--- config.mk ---
export PLATFORM = sky130hd
export DESIGN_NAME = toggle_arbiter_flat
export DESIGN_NICKNAME = d
export VERILOG_FILES = /design/src/rtl/toggle_arbiter_if.sv /design/src/rtl/toggle_arbiter.sv /design/src/flat_wrapper.sv
export SDC_FILE = /design/constraint.sdc
export NUM_CORES = 1
export LEC_CHECK = 0
export BUFFER_PORTS_ARGS = -buffer_cell sky130_fd_sc_hd__buf_4
export CORE_AREA = 2 2 44 50
export CTS_BUF_LIST = sky130_fd_sc_hd__clkbuf_4
export DETAILED_ROUTE_END_ITERATION = 10
export DIE_AREA = 0 0 46 52
export GPL_ROUTABILITY_DRIVEN = 0
export GPL_TIMING_DRIVEN = 0
export PLACE_DENSITY = 0.66
export RECOVER_POWER = 25
export SETUP_SLACK_MARGIN = 0.5
export SLEW_MARGIN = 15
export SYNTH_ARGS = -nofsm -noshare
export SYNTH_HDL_FRONTEND = slang
export SYNTH_SLANG_ARGS = --single-unit
--- constraint.sdc ---
create_clock -name clk -period 3.2 [get_ports clk]
set_clock_uncertainty 0.1 [all_clocks]
set_input_delay 0.64 -clock clk [delete_from_list [all_inputs] [get_ports clk]]
set_output_delay 0.64 -clock clk [all_outputs]
set_load 0.005 [all_outputs]
--- src/rtl/toggle_arbiter_if.sv ---
// Requester-side and toggle-side signals of the toggle arbiter.
// master = requesting control logic, slave = the arbiter itself.
interface toggle_arbiter_if #(
    parameter int unsigned NUM_REQ = 4
) ();
    localparam int unsigned ID_W = $clog2(NUM_REQ);

    logic               enable;
    logic [NUM_REQ-1:0] req;
    logic               trigger;
    logic [NUM_REQ-1:0] ack;
    logic [ID_W-1:0]    grant_id;
    logic               toggle_state;
    logic               busy;

    modport master (
        output enable, req,
        input  trigger, ack, grant_id, toggle_state, busy
    );

    modport slave (
        input  enable, req,
        output trigger, ack, grant_id, toggle_state, busy
    );
endinterface

--- src/rtl/toggle_arbiter.sv ---
// Round-robin arbiter that issues one trigger pulse per grant to a shared toggle
// FSM, enforces a hold-off between pulses and mirrors the toggle state.
module toggle_arbiter #(
    parameter int unsigned NUM_REQ = 4,
    parameter int unsigned HOLDOFF = 3
) (
    input  logic             clk,
    input  logic             reset_n,
    toggle_arbiter_if.slave  bus
);
    localparam int unsigned ID_W  = $clog2(NUM_REQ);
    localparam int unsigned CNT_W = 4;

    typedef enum logic [1:0] {
        IDLE = 2'd0,
        FIRE = 2'd1,
        HOLD = 2'd2
    } state_e;

    state_e             state_q, state_d;
    logic [ID_W-1:0]    ptr_q, ptr_d;
    logic [CNT_W-1:0]   cnt_q, cnt_d;
    logic [ID_W-1:0]    gid_q, gid_d;
    logic               trig_q, trig_d;
    logic [NUM_REQ-1:0] ack_q, ack_d;
    logic               tog_q, tog_d;
    logic               busy_q, busy_d;
    logic [ID_W-1:0]    winner;

    // First set request at or above the pointer, wrapping around.
    function automatic logic [ID_W-1:0] rr_pick(input logic [NUM_REQ-1:0] r,
                                                input logic [ID_W-1:0]    p);
        logic            found;
        logic [ID_W-1:0] pick;
        found = 1'b0;
        pick  = p;
        for (int unsigned k = 0; k < NUM_REQ; k++) begin
            int unsigned idx;
            idx = (32'(p) + k) % NUM_REQ;
            if (!found && r[idx]) begin
                found = 1'b1;
                pick  = ID_W'(idx);
            end
        end
        return pick;
    endfunction

    assign winner = rr_pick(bus.req, ptr_q);

    always_comb begin
        state_d = state_q;
        ptr_d   = ptr_q;
        cnt_d   = cnt_q;
        gid_d   = gid_q;
        tog_d   = tog_q;
        trig_d  = 1'b0;
        ack_d   = '0;

        case (state_q)
            IDLE: begin
                if (bus.enable && (|bus.req)) begin
                    gid_d   = winner;
                    trig_d  = 1'b1;
                    ack_d   = NUM_REQ'(1) << winner;
                    state_d = FIRE;
                end
            end
            FIRE: begin
                // The downstream FSM samples trigger on this same edge.
                tog_d = ~tog_q;
                if (gid_q == ID_W'(NUM_REQ - 1)) begin
                    ptr_d = '0;
                end else begin
                    ptr_d = gid_q + ID_W'(1);
                end
                if (HOLDOFF == 0) begin
                    state_d = IDLE;
                end else begin
                    cnt_d   = CNT_W'(HOLDOFF - 1);
                    state_d = HOLD;
                end
            end
            HOLD: begin
                if (cnt_q == '0) begin
                    state_d = IDLE;
                end else begin
                    cnt_d = cnt_q - CNT_W'(1);
                end
            end
            default: state_d = IDLE;
        endcase

        busy_d = (state_d != IDLE);
    end

    always_ff @(posedge clk or negedge reset_n) begin
        if (!reset_n) begin
            state_q <= IDLE;
            ptr_q   <= '0;
            cnt_q   <= '0;
            gid_q   <= '0;
            trig_q  <= 1'b0;
            ack_q   <= '0;
            tog_q   <= 1'b0;
            busy_q  <= 1'b0;
        end else begin
            state_q <= state_d;
            ptr_q   <= ptr_d;
            cnt_q   <= cnt_d;
            gid_q   <= gid_d;
            trig_q  <= trig_d;
            ack_q   <= ack_d;
            tog_q   <= tog_d;
            busy_q  <= busy_d;
        end
    end

    assign bus.trigger      = trig_q;
    assign bus.ack          = ack_q;
    assign bus.grant_id     = gid_q;
    assign bus.toggle_state = tog_q;
    assign bus.busy         = busy_q;
endmodule

--- src/flat_wrapper.sv ---
// flat-port wrapper written by rule: the top's interface ports become plain ports
module toggle_arbiter_flat 
#(
    parameter int unsigned NUM_REQ = 4,
    parameter int unsigned HOLDOFF = 3
)
  (clk, reset_n, bus_enable, bus_req, bus_trigger, bus_ack, bus_grant_id, bus_toggle_state, bus_busy);
  toggle_arbiter_if #(.NUM_REQ(NUM_REQ)) bus_i ();
  input  logic clk;
  input  logic reset_n;
  input wire logic [$bits(bus_i.enable)-1:0] bus_enable;
  input wire logic [$bits(bus_i.req)-1:0] bus_req;
  output wire logic [$bits(bus_i.trigger)-1:0] bus_trigger;
  output wire logic [$bits(bus_i.ack)-1:0] bus_ack;
  output wire logic [$bits(bus_i.grant_id)-1:0] bus_grant_id;
  output wire logic [$bits(bus_i.toggle_state)-1:0] bus_toggle_state;
  output wire logic [$bits(bus_i.busy)-1:0] bus_busy;
  assign bus_i.enable = bus_enable;
  assign bus_i.req = bus_req;
  assign bus_trigger = bus_i.trigger;
  assign bus_ack = bus_i.ack;
  assign bus_grant_id = bus_i.grant_id;
  assign bus_toggle_state = bus_i.toggle_state;
  assign bus_busy = bus_i.busy;
  toggle_arbiter #(.NUM_REQ(NUM_REQ), .HOLDOFF(HOLDOFF)) u_core (.clk(clk), .reset_n(reset_n), .bus(bus_i));
endmodule
==> flow_metrics.env, run 1 <==
export IMPL_synth_top_family_by_area="simple AND/OR/NAND/NOR gates"
export IMPL_hold_path_class="in -> async"
export IMPL_rsz0062_at_grt="false"
export IMPL_num_rows=17
export IMPL_antenna_found_initial=0
export IMPL_hold_viol_final=0
export IMPL_grtUsageTotal_pct=15.0
export IMPL_pwr_share_seq_pct=46.2
export IMPL_fin_tns_setup_ns=0
export IMPL_drive_gt1_share_pct=25.3
export IMPL_dp_hpwl_mm=1.14
export IMPL_numCtsBuffers=3
export IMPL_synth_flop_cell="dfrtp_1"
export IMPL_status="finished clean"
export IMPL_synth_xor_xnor_area_share_pct=1.06
export IMPL_vias_per_cell=5.41
export IMPL_p_per_area_mw_per_mm2=805
export IMPL_synth_enable_flop_cells=0
export IMPL_post_synth_top_area_cell="dfrtp_1"
export IMPL_first_global_vias=576
export IMPL_crit_chain="inv_1 -> ha_1 -> nor3b_1 -> o21ai_1 -> or2b_2"
export IMPL_cts_num_sinks=17
export IMPL_tightest_slew_ns=0.863
export IMPL_postSynthAreaPerCell_um2=10.3
export IMPL_gr_usage_met2_pct=21.8
export IMPL_critPathTopFamily="simple AND/OR/NAND/NOR gates"
export IMPL_postCtsSetupBuffers=0
export IMPL_synth_nets=90
export IMPL_switching_share_pct=36.5
export IMPL_max_clock_path_buffers=2
export IMPL_remaining_drc_errors=0
export IMPL_antenna_cells=0
export IMPL_p_int_mw=0.504
export IMPL_synth_cell_types=33
export IMPL_synth_warnings=0
export IMPL_syn_inst=80
export IMPL_p_clk_share_pct=14.0
export IMPL_p_comb_share_pct=39.8
export IMPL_synthSimpleGateAreaFrac_pct=16.9
export IMPL_nets=110
export IMPL_synth_mux_area_share_pct=4.39
export IMPL_dpl_cell_area_um2=963
export IMPL_grt_pass1_wl_mm=2.53
export IMPL_critPathRequiredTime_ns=3.28
export IMPL_yosys_top_cells_area="dfrtp_1 51%, ha_1 4.5%, inv_1 4.1%"
export IMPL_dr_total_vias=638
export IMPL_fin_util_pct=51.6
export IMPL_synthAdderAreaFrac_pct=4.54
export IMPL_fp_coreArea_mm2=0.00191
export IMPL_grtUsageMet1_pct=20.8
export IMPL_grt_overflow_total=0
export IMPL_fillers=190
export IMPL_slew_headroom_pct=42.5
export IMPL_leakage_nw=0.482
export IMPL_drv_slew=0
export IMPL_die_area_mm2=0.00239
export IMPL_critPathMaxFanout=5
export IMPL_total_power_mw=0.795
export IMPL_clock_latency_ns=0.29
export IMPL_cp_end_kind="register"
export IMPL_die_h_um=52
export IMPL_synth_top_area_share_pct=51.4
export IMPL_synthArstFlopShare_pct=100
export IMPL_postRouteAntennaNets=0
export IMPL_netlist_area_um2=827
export IMPL_worstPathArrival_ns=1.88
export IMPL_critPathKind="reg -> reg"
export IMPL_htree_levels=1
export IMPL_critPathMaxStageDelay_ns=0.43
export IMPL_ir_drop_uv=405
export IMPL_start_util_pct=43.2
export IMPL_final_cell_area_um2=987
export IMPL_drt_initial_drc_count=9
export IMPL_max_freq_mhz=556
export IMPL_wire_per_inst_um=12.5
export IMPL_start_kind="register"
export IMPL_synth_most_common_cell="dfrtp_1"
export IMPL_setup_ws_ns=1.40
export IMPL_port_buffers=15
export IMPL_wirelength_mm=1.48
export IMPL_area_delta_synth_final_pct=19.4
export IMPL_die_width_um=46
export IMPL_finalCritPeriodShare_pct=56.2
export IMPL_cts_root_buf="clkbuf_4"
export IMPL_dp_slack_ns=1.19
export IMPL_grt_max_degree=18
export IMPL_cts_tree="built"
export IMPL_cts_resized=0
export IMPL_crit_buf_inv=1
export IMPL_p_sw_mw=0.290
export IMPL_io_pins=16
export IMPL_ys_seq_elements=17
export IMPL_cp_slowest_cell="dfrtp_1"
export IMPL_grt_busiest_layer="met2"
export IMPL_drtPass1Iterations=3
export IMPL_seq_area_frac_synth_pct=51.4
export IMPL_ctsHoldBuffers=0
export IMPL_grt_use_met3_pct=1.04
export IMPL_clk_pin_slew_ns=0.10
export IMPL_maxCapViolCount=0
export IMPL_synth_commonest_cells="17 x dfrtp_1, 9 x inv_1, 6 x nor2_1"
export IMPL_fin_crit_ns=1.80
export IMPL_setup_violations=0
export IMPL_synth_compound_area_share_pct=15.7
flip-flops by register name, summed over array words and instances (netlist names):
| signal | cells |
|---|---|
| u_core.bus.trigger | 1 |
| u_core.bus.toggle_state | 1 |
| u_core.state_q | 2 |
| u_core.bus.busy | 1 |
| u_core.ptr_q | 2 |
| u_core.bus.grant_id | 2 |
| u_core.bus.ack | 4 |
| u_core.cnt_q | 4 |
placed cells by master (no fill, tap or decap):
master     count
buf_4         14
nor2b_1        4
dfrtp_1       17
nand2b_1       1
inv_2          1
a21oi_1        5
nor3_1         1
a2111oi_0      1
or2b_2         1
o22ai_1        1
o21ai_0        5
nor3b_1        2
or4_4          1
nand3_2        1
o31ai_1        1
o211ai_1       3
clkbuf_4       3
mux2i_1        1
nand4_1        1
buf_6          1
o21ai_1        1
mux2_4         1
clkinv_2       1
or3_1          1
nor2_1         6
a21boi_0       1
a2bb2oi_1      1
clkbuf_1       1
o21bai_1       1
ha_1           3
xnor2_1        1
inv_1          9
and2_1         1
nand2_1        3
nor4_1         1
a31oi_1        1
mux2_2         1
power by group through the flow:
stage               sequential [mW]  combinational, mW  clock [mW]
floorplan                     0.356              0.210           0
global placement              0.369              0.311           0
detailed placement            0.371              0.320           0
CTS                           0.367              0.321       0.117
global route                  0.381              0.358       0.129
finish                        0.367              0.316       0.112
final timing paths:
| kind | startpoint | end | slack [ns] | cells after the start |
|---|---|---|---|---|
| worst max register to register | u_core.cnt_q[0] | u_core.bus.busy | 1.40 | 5 |
| max in group asynchronous | reset_n | u_core.bus.grant_id[0] | 2.13 | 1 |
| worst min register to register | u_core.bus.toggle_state | u_core.bus.toggle_state | 0.38 | 1 |
| worst max-delay path | u_core.cnt_q[0] | u_core.bus.busy | 1.40 | 5 |
| min in group clk | u_core.bus.toggle_state | u_core.bus.toggle_state | 0.38 | 1 |
| worst min-delay path | reset_n | u_core.bus.busy | 0.33 | 1 |
worst reg2reg max path, stage by stage (launching register included):
cell     delay, ns
dfrtp_1       0.43
inv_1         0.09
ha_1          0.19
nor3b_1       0.37
o21ai_1       0.20
or2b_2        0.31
metrics by stage:
step	hold slack, ns	instances
after floorplan	0.244	80
after detailed placement	0.365	114
after global placement	0.364	114
final	0.328	118
after CTS	0.0850	118
after global routing	0.407	118
final cells by class:
type                            instances  area [µm²]  share of cell area, %
Buffer                                  1        11.3                   1.14
Clock buffer                            3        22.5                   2.28
Clock inverter                          1        5.00                  0.507
Inverter                               10        37.5                   3.80
Multi-Input combinational cell         52         353                   35.7
Sequential cell                        17         425                   43.1
Tap cell                               19        23.8                   2.41
Timing Repair Buffer                   15         109                   11.0
cell families after synthesis:
logic type / after synthesis
AND/OR/NAND/NOR: 24
AO/OA/AOI/OAI: 21
flip-flops: 17
buffers and inverters: 11
multiplexers: 3
adder cells (fa/ha/maj): 3
XOR/XNOR: 1
metal layers:
metal | routed length (µm) | share of wire [%]
met5 | 0 | 0
met4 | 27 | 1.8
met3 | 34 | 2.3
met2 | 754 | 51
met1 | 663 | 45
Note: power is estimated with default switching activity, not from simulation.
==> inputs of run 2 (changes only) <==
==> constraint.sdc (replaced) <==
create_clock -name clk -period 1.8 [get_ports clk]
set_clock_uncertainty 0.1 [all_clocks]
set_input_delay 0.36 -clock clk [delete_from_list [all_inputs] [get_ports clk]]
set_output_delay 0.36 -clock clk [all_outputs]
set_load 0.005 [all_outputs]
==> run 2 against run 1 <==
Sequential power grew 80%. Register-to-register slack lost 1.1 ns. Sequential share of layout area shrank 9.3 points. Sequential cell count is the same.
==> flow_metrics.env, run 2 (same netlist as run 1, synthesis figures left out) <==
export IMPL_dr_total_vias=705
export IMPL_area_delta_synth_final_pct=54.0
export IMPL_max_clock_path_buffers=2
export IMPL_vias_per_cell=5.18
export IMPL_fin_tns_setup_ns=0
export IMPL_port_buffers=15
export IMPL_cts_root_buf="clkbuf_4"
export IMPL_worstPathArrival_ns=1.62
export IMPL_remaining_drc_errors=0
export IMPL_nets=128
export IMPL_drtPass1Iterations=3
export IMPL_hold_path_class="in -> reg"
export IMPL_tightest_slew_ns=0.857
export IMPL_hold_ws_ns=0.265
export IMPL_drt_initial_drc_count=8
export IMPL_cts_num_sinks=17
export IMPL_leakage_nw=0.591
export IMPL_ir_drop_uv=795
export IMPL_rsz0062_at_grt="true"
export IMPL_clock_latency_ns=0.29
export IMPL_fillers=161
export IMPL_grt_pass1_wl_mm=2.79
export IMPL_setup_ws_ns=0.300
export IMPL_start_kind="register"
export IMPL_crit_path_end="u_core.cnt_q[3]"
export IMPL_critPathMaxFanout=2
export IMPL_fp_coreArea_mm2=0.00191
export IMPL_cts_tree="built"
export IMPL_antenna_found_initial=0
export IMPL_dpl_cell_area_um2=995
export IMPL_grtUsageTotal_pct=17.0
export IMPL_wirelength_mm=1.80
export IMPL_p_per_area_mw_per_mm2=1500
export IMPL_first_global_vias=665
export IMPL_min_path_cells=3
export IMPL_fin_util_pct=66.5
export IMPL_critPathKind="reg -> reg"
export IMPL_final_common_cell="buf_4"
export IMPL_drv_slew=0
export IMPL_antenna_cells=0
export IMPL_reg2reg_depth=5
export IMPL_num_rows=17
export IMPL_r2r_start="u_core.cnt_q[0]"
export IMPL_fin_crit_ns=1.50
export IMPL_numCtsBuffers=3
export IMPL_grt_max_degree=18
export IMPL_dp_cells=114
export IMPL_postRouteAntennaNets=0
export IMPL_grt_overflow_total=0
export IMPL_slew_headroom_pct=42.9
export IMPL_io_pins=16
export IMPL_final_cell_area_mm2=0.00127
export IMPL_worstSetupStartpoint="u_core.cnt_q[0]"
export IMPL_clk_pin_slew_ns=0.10
export IMPL_dp_slack_ns=0.0878
export IMPL_most_common_layout_cells="24 x buf_4, 13 x dfrtp_1, 8 x buf_6"
export IMPL_finalCritPeriodShare_pct=83.4
export IMPL_die_h_um=52
export IMPL_die_area_mm2=0.00239
export IMPL_layout_cells_non_filler=136
export IMPL_maxCapViolCount=0
export IMPL_start_util_pct=43.2
export IMPL_regArea_um2=430
export IMPL_dp_hpwl_mm=1.09
export IMPL_status="finished clean"
export IMPL_multi_input_area_um2=468
export IMPL_drive_gt1_share_pct=54.7
export IMPL_htree_levels=1
export IMPL_hold_viol_final=0
export IMPL_reg2reg_to="u_core.cnt_q[3]"
export IMPL_setup_violations=0
export IMPL_cp_end_kind="register"
export IMPL_critPathRequiredTime_ns=1.92
export IMPL_max_freq_mhz=666
export IMPL_r2r_slack_ns=0.30
export IMPL_wire_per_inst_um=13.3
export IMPL_die_width_um=46
export IMPL_total_power_mw=1.91
run 2: cell count changes in the layout (fill, tap and decap cells not counted), sizes merged:
cell	previous run	this run
buf	15	32
dlygate4sd3	0	1
run 2: worst min-delay path by stage:
| stage | start | end | slack (ns) |
|---|---|---|---|
| 2_1_floorplan | reset_n | u_core.bus.ack[0] | -0.04 |
| 3_3_place_gp | reset_n | u_core.bus.busy | 0.13 |
| 3_5_place_dp | reset_n | u_core.bus.trigger | 0.14 |
| 4_1_cts | bus_enable | u_core.bus.trigger | 0.23 |
| 5_1_grt | bus_enable | u_core.state_q[0] | 0.27 |
| 6_report | bus_enable | u_core.state_q[0] | 0.27 |
run 2: worst max-delay path, stage by stage, from the launching register on:
cell,delay [ns]
dfrtp_1,0.42
buf_6,0.13
or3_4,0.33
nor4_2,0.21
a21oi_1,0.07
o21ai_1,0.16
run 2: timing repair:
item | 4_1_cts | 5_1_grt
resized for setup | 20 | 16
endpoints found under the hold margin | 17 | 0
cloned | 0 | 0
pin swaps | 9 | 11
hold buffers | 1 | 0
setup endpoints to repair | 16 | 15
setup buffers | 11 | 6
run 2: layout make-up:
cell class,instances,share of cell area [%]
tap,19,1.87
inverter,10,3.14
sequential,17,33.8
buffer,1,0.884
multi-input combinational,52,36.7
clock buffer,3,1.77
clock inverter,1,0.393
timing repair buffer,33,21.4
run 2: report_power, final:
| part | total, mW | leakage (nW) | internal (mW) | switching [mW] |
|---|---|---|---|---|
| sequential | 0.660 | 0.210 | 0.528 | 0.131 |
| clock | 0.206 | 0.0177 | 0.0827 | 0.123 |
| combinational | 1.04 | 0.363 | 0.589 | 0.453 |
run 2: metal layers:
| metal | track usage (%) | vias up | part of all wire, % |
|---|---|---|---|
| li1 | - | 354 | - |
| met1 | 18.3 | 327 | 40 |
| met2 | 29.6 | 17 | 54 |
| met3 | 3.13 | 7 | 2.8 |
| met4 | 10.0 | 0 | 3.4 |
| met5 | 0 | - | 0 |
==> inputs of run 3 (changes only) <==
--- a/config.mk
+++ b/config.mk
@@ -12,7 +12,7 @@
 export DIE_AREA = 0 0 46 52
 export GPL_ROUTABILITY_DRIVEN = 0
 export GPL_TIMING_DRIVEN = 0
-export PLACE_DENSITY = 0.66
+export PLACE_DENSITY = 0.68
 export RECOVER_POWER = 25
 export SETUP_SLACK_MARGIN = 0.5
 export SLEW_MARGIN = 15
==> constraint.sdc (replaced) <==
create_clock -name clk -period 1.3 [get_ports clk]
set_clock_uncertainty 0.1 [all_clocks]
set_input_delay 0.26 -clock clk [delete_from_list [all_inputs] [get_ports clk]]
set_output_delay 0.26 -clock clk [all_outputs]
set_load 0.005 [all_outputs]
==> run 3 against run 2 <==
The run now ends with setup timing left. Count of clock-buffer cells in the layout grew 1. Sequential cell count did not move. Cell count is 1.5% higher. Core utilization is 6.8 points higher. Die area unchanged. Routed wire length increased by 16%. Hold slack got worse by 0.023 ns. Non-clock buffer count up 2. Setup slack lost 0.49 ns. Fmax rose by 0.56%. Critical path depth unchanged. Largest cell class unchanged.
==> flow_metrics.env, run 3 (same netlist as run 1, synthesis figures left out) <==
export IMPL_critPathMaxFanout=2
export IMPL_violations="setup timing"
export IMPL_vias_per_cell=5.30
export IMPL_antenna_found_initial=0
export IMPL_nets=130
export IMPL_finalCritPeriodShare_pct=115
export IMPL_cp_end_kind="register"
export IMPL_drtPass1Iterations=3
export IMPL_cts_num_sinks=17
export IMPL_total_power_mw=2.97
export IMPL_remaining_drc_errors=0
export IMPL_max_freq_mhz=670
export IMPL_hold_viol_final=0
export IMPL_grt_max_degree=18
export IMPL_status="finished with violations"
export IMPL_num_rows=17
export IMPL_fillers=130
export IMPL_antenna_cells=0
export IMPL_grt_pass1_wl_mm=3.03
export IMPL_rsz0062_at_grt="true"
export IMPL_start_kind="register"
export IMPL_start_util_pct=43.2
export IMPL_numCtsBuffers=3
export IMPL_grtUsageTotal_pct=17.6
export IMPL_ir_drop_uv=1300
export IMPL_final_common_cell="buf_4"
export IMPL_slew_headroom_pct=71.3
export IMPL_die_width_um=46
export IMPL_tightest_slew_ns=0.431
export IMPL_dpl_cell_area_um2=1000
export IMPL_dp_hpwl_mm=1.16
export IMPL_postRouteAntennaNets=0
export IMPL_leakage_nw=0.625
export IMPL_fp_coreArea_mm2=0.00191
export IMPL_critPathRequiredTime_ns=1.40
export IMPL_wirelength_mm=2.10
export IMPL_die_h_um=52
export IMPL_die_area_mm2=0.00239
export IMPL_grt_overflow_total=0
export IMPL_wire_per_inst_um=15.2
export IMPL_first_global_vias=671
export IMPL_io_pins=16
export IMPL_cts_root_buf="clkbuf_4"
export IMPL_hold_ws_ns=0.242
export IMPL_setup_violations=10
export IMPL_critPathKind="reg -> reg"
export IMPL_worstPathArrival_ns=1.59
export IMPL_drv_slew=0
export IMPL_area_delta_synth_final_pct=69.7
export IMPL_setup_ws_ns=-0.192
export IMPL_cts_tree="built"
export IMPL_most_common_layout_cells="17 x buf_4, 16 x buf_6, 14 x dfrtp_1"
export IMPL_port_buffers=15
export IMPL_p_per_area_mw_per_mm2=2120
export IMPL_final_cell_area_mm2=0.00140
export IMPL_hold_path_class="in -> reg"
export IMPL_max_clock_path_buffers=2
export IMPL_fin_crit_ns=1.49
export IMPL_drt_initial_drc_count=7
export IMPL_dr_total_vias=732
export IMPL_htree_levels=1
export IMPL_clk_pin_slew_ns=0.10
export IMPL_drive_gt1_share_pct=62.2
export IMPL_clock_latency_ns=0.28
export IMPL_maxCapViolCount=0
[run 3: changes by cell type in the layout (fill, tap and decap cells not counted), sizes merged]
cell,delta
clkbuf,+1
inv,-1
buf,+2
[run 3: cell type report]
class / instances / area (µm²) / share of cell area (%)
buffer: 1 / 11.3 / 0.802
clock buffer: 4 / 30.0 / 2.14
inverter: 10 / 45.0 / 3.21
multi-input combinational: 52 / 538 / 38.3
sequential: 17 / 429 / 30.6
tap: 19 / 23.8 / 1.69
timing repair buffer: 35 / 327 / 23.3
[run 3: worst paths after layout]
| path | startpoint | to | slack (ns) | cells after the start |
|---|---|---|---|---|
| setup / recovery | u_core.cnt_q[0] | u_core.cnt_q[3] | -0.19 | 5 |
| hold / removal | bus_enable | u_core.bus.trigger | 0.24 | 4 |
| setup reg to reg | u_core.cnt_q[0] | u_core.cnt_q[3] | -0.19 | 5 |
| hold reg to reg | u_core.state_q[0] | u_core.cnt_q[2] | 0.50 | 2 |
| max in group asynchronous | reset_n | u_core.state_q[1] | 0.43 | 2 |
| min in group asynchronous | reset_n | u_core.cnt_q[1] | 0.35 | 2 |
[run 3: routing by layer]
| metal | GRT usage, % | share of wire, % |
|---|---|---|
| met4 | 7.14 | 1.3 |
| met2 | 30.3 | 58 |
| met3 | 2.08 | 1.4 |
| met5 | 0 | 0 |
| met1 | 21.6 | 39 |
[run 3: metrics by stage]
step                      setup TNS (ns)  setup WS, ns  util [%]  cells
after floorplan                   -0.299        -0.125         -     80
after global placement             -1.82        -0.295      52.2    114
after detailed placement           -2.09        -0.308      52.2    114
after CTS                         -0.435        -0.115      64.6    131
after global routing               -1.30        -0.238      73.3    138
final                             -0.664        -0.192      73.3    138
[run 3: repair_timing]
action,in CTS,in global routing
pin swaps,8,13
hold buffers,1,0
setup endpoints to repair,26,26
buffers inserted,12,7
hold endpoints to repair,17,0
gates resized for setup,33,25
[run 3: critical path: stages, from the launching register on]
cell and delay (ns):
dfrtp_1 0.40, buf_4 0.14, or3_4 0.37, nor4_2 0.14
a21oi_1 0.07, o21ai_1 0.19
[run 3: power by group]
group | switching (mW) | internal [mW] | total (mW)
clock | 0.156 | 0.140 | 0.296
combinational | 0.734 | 0.979 | 1.71
sequential | 0.231 | 0.731 | 0.962
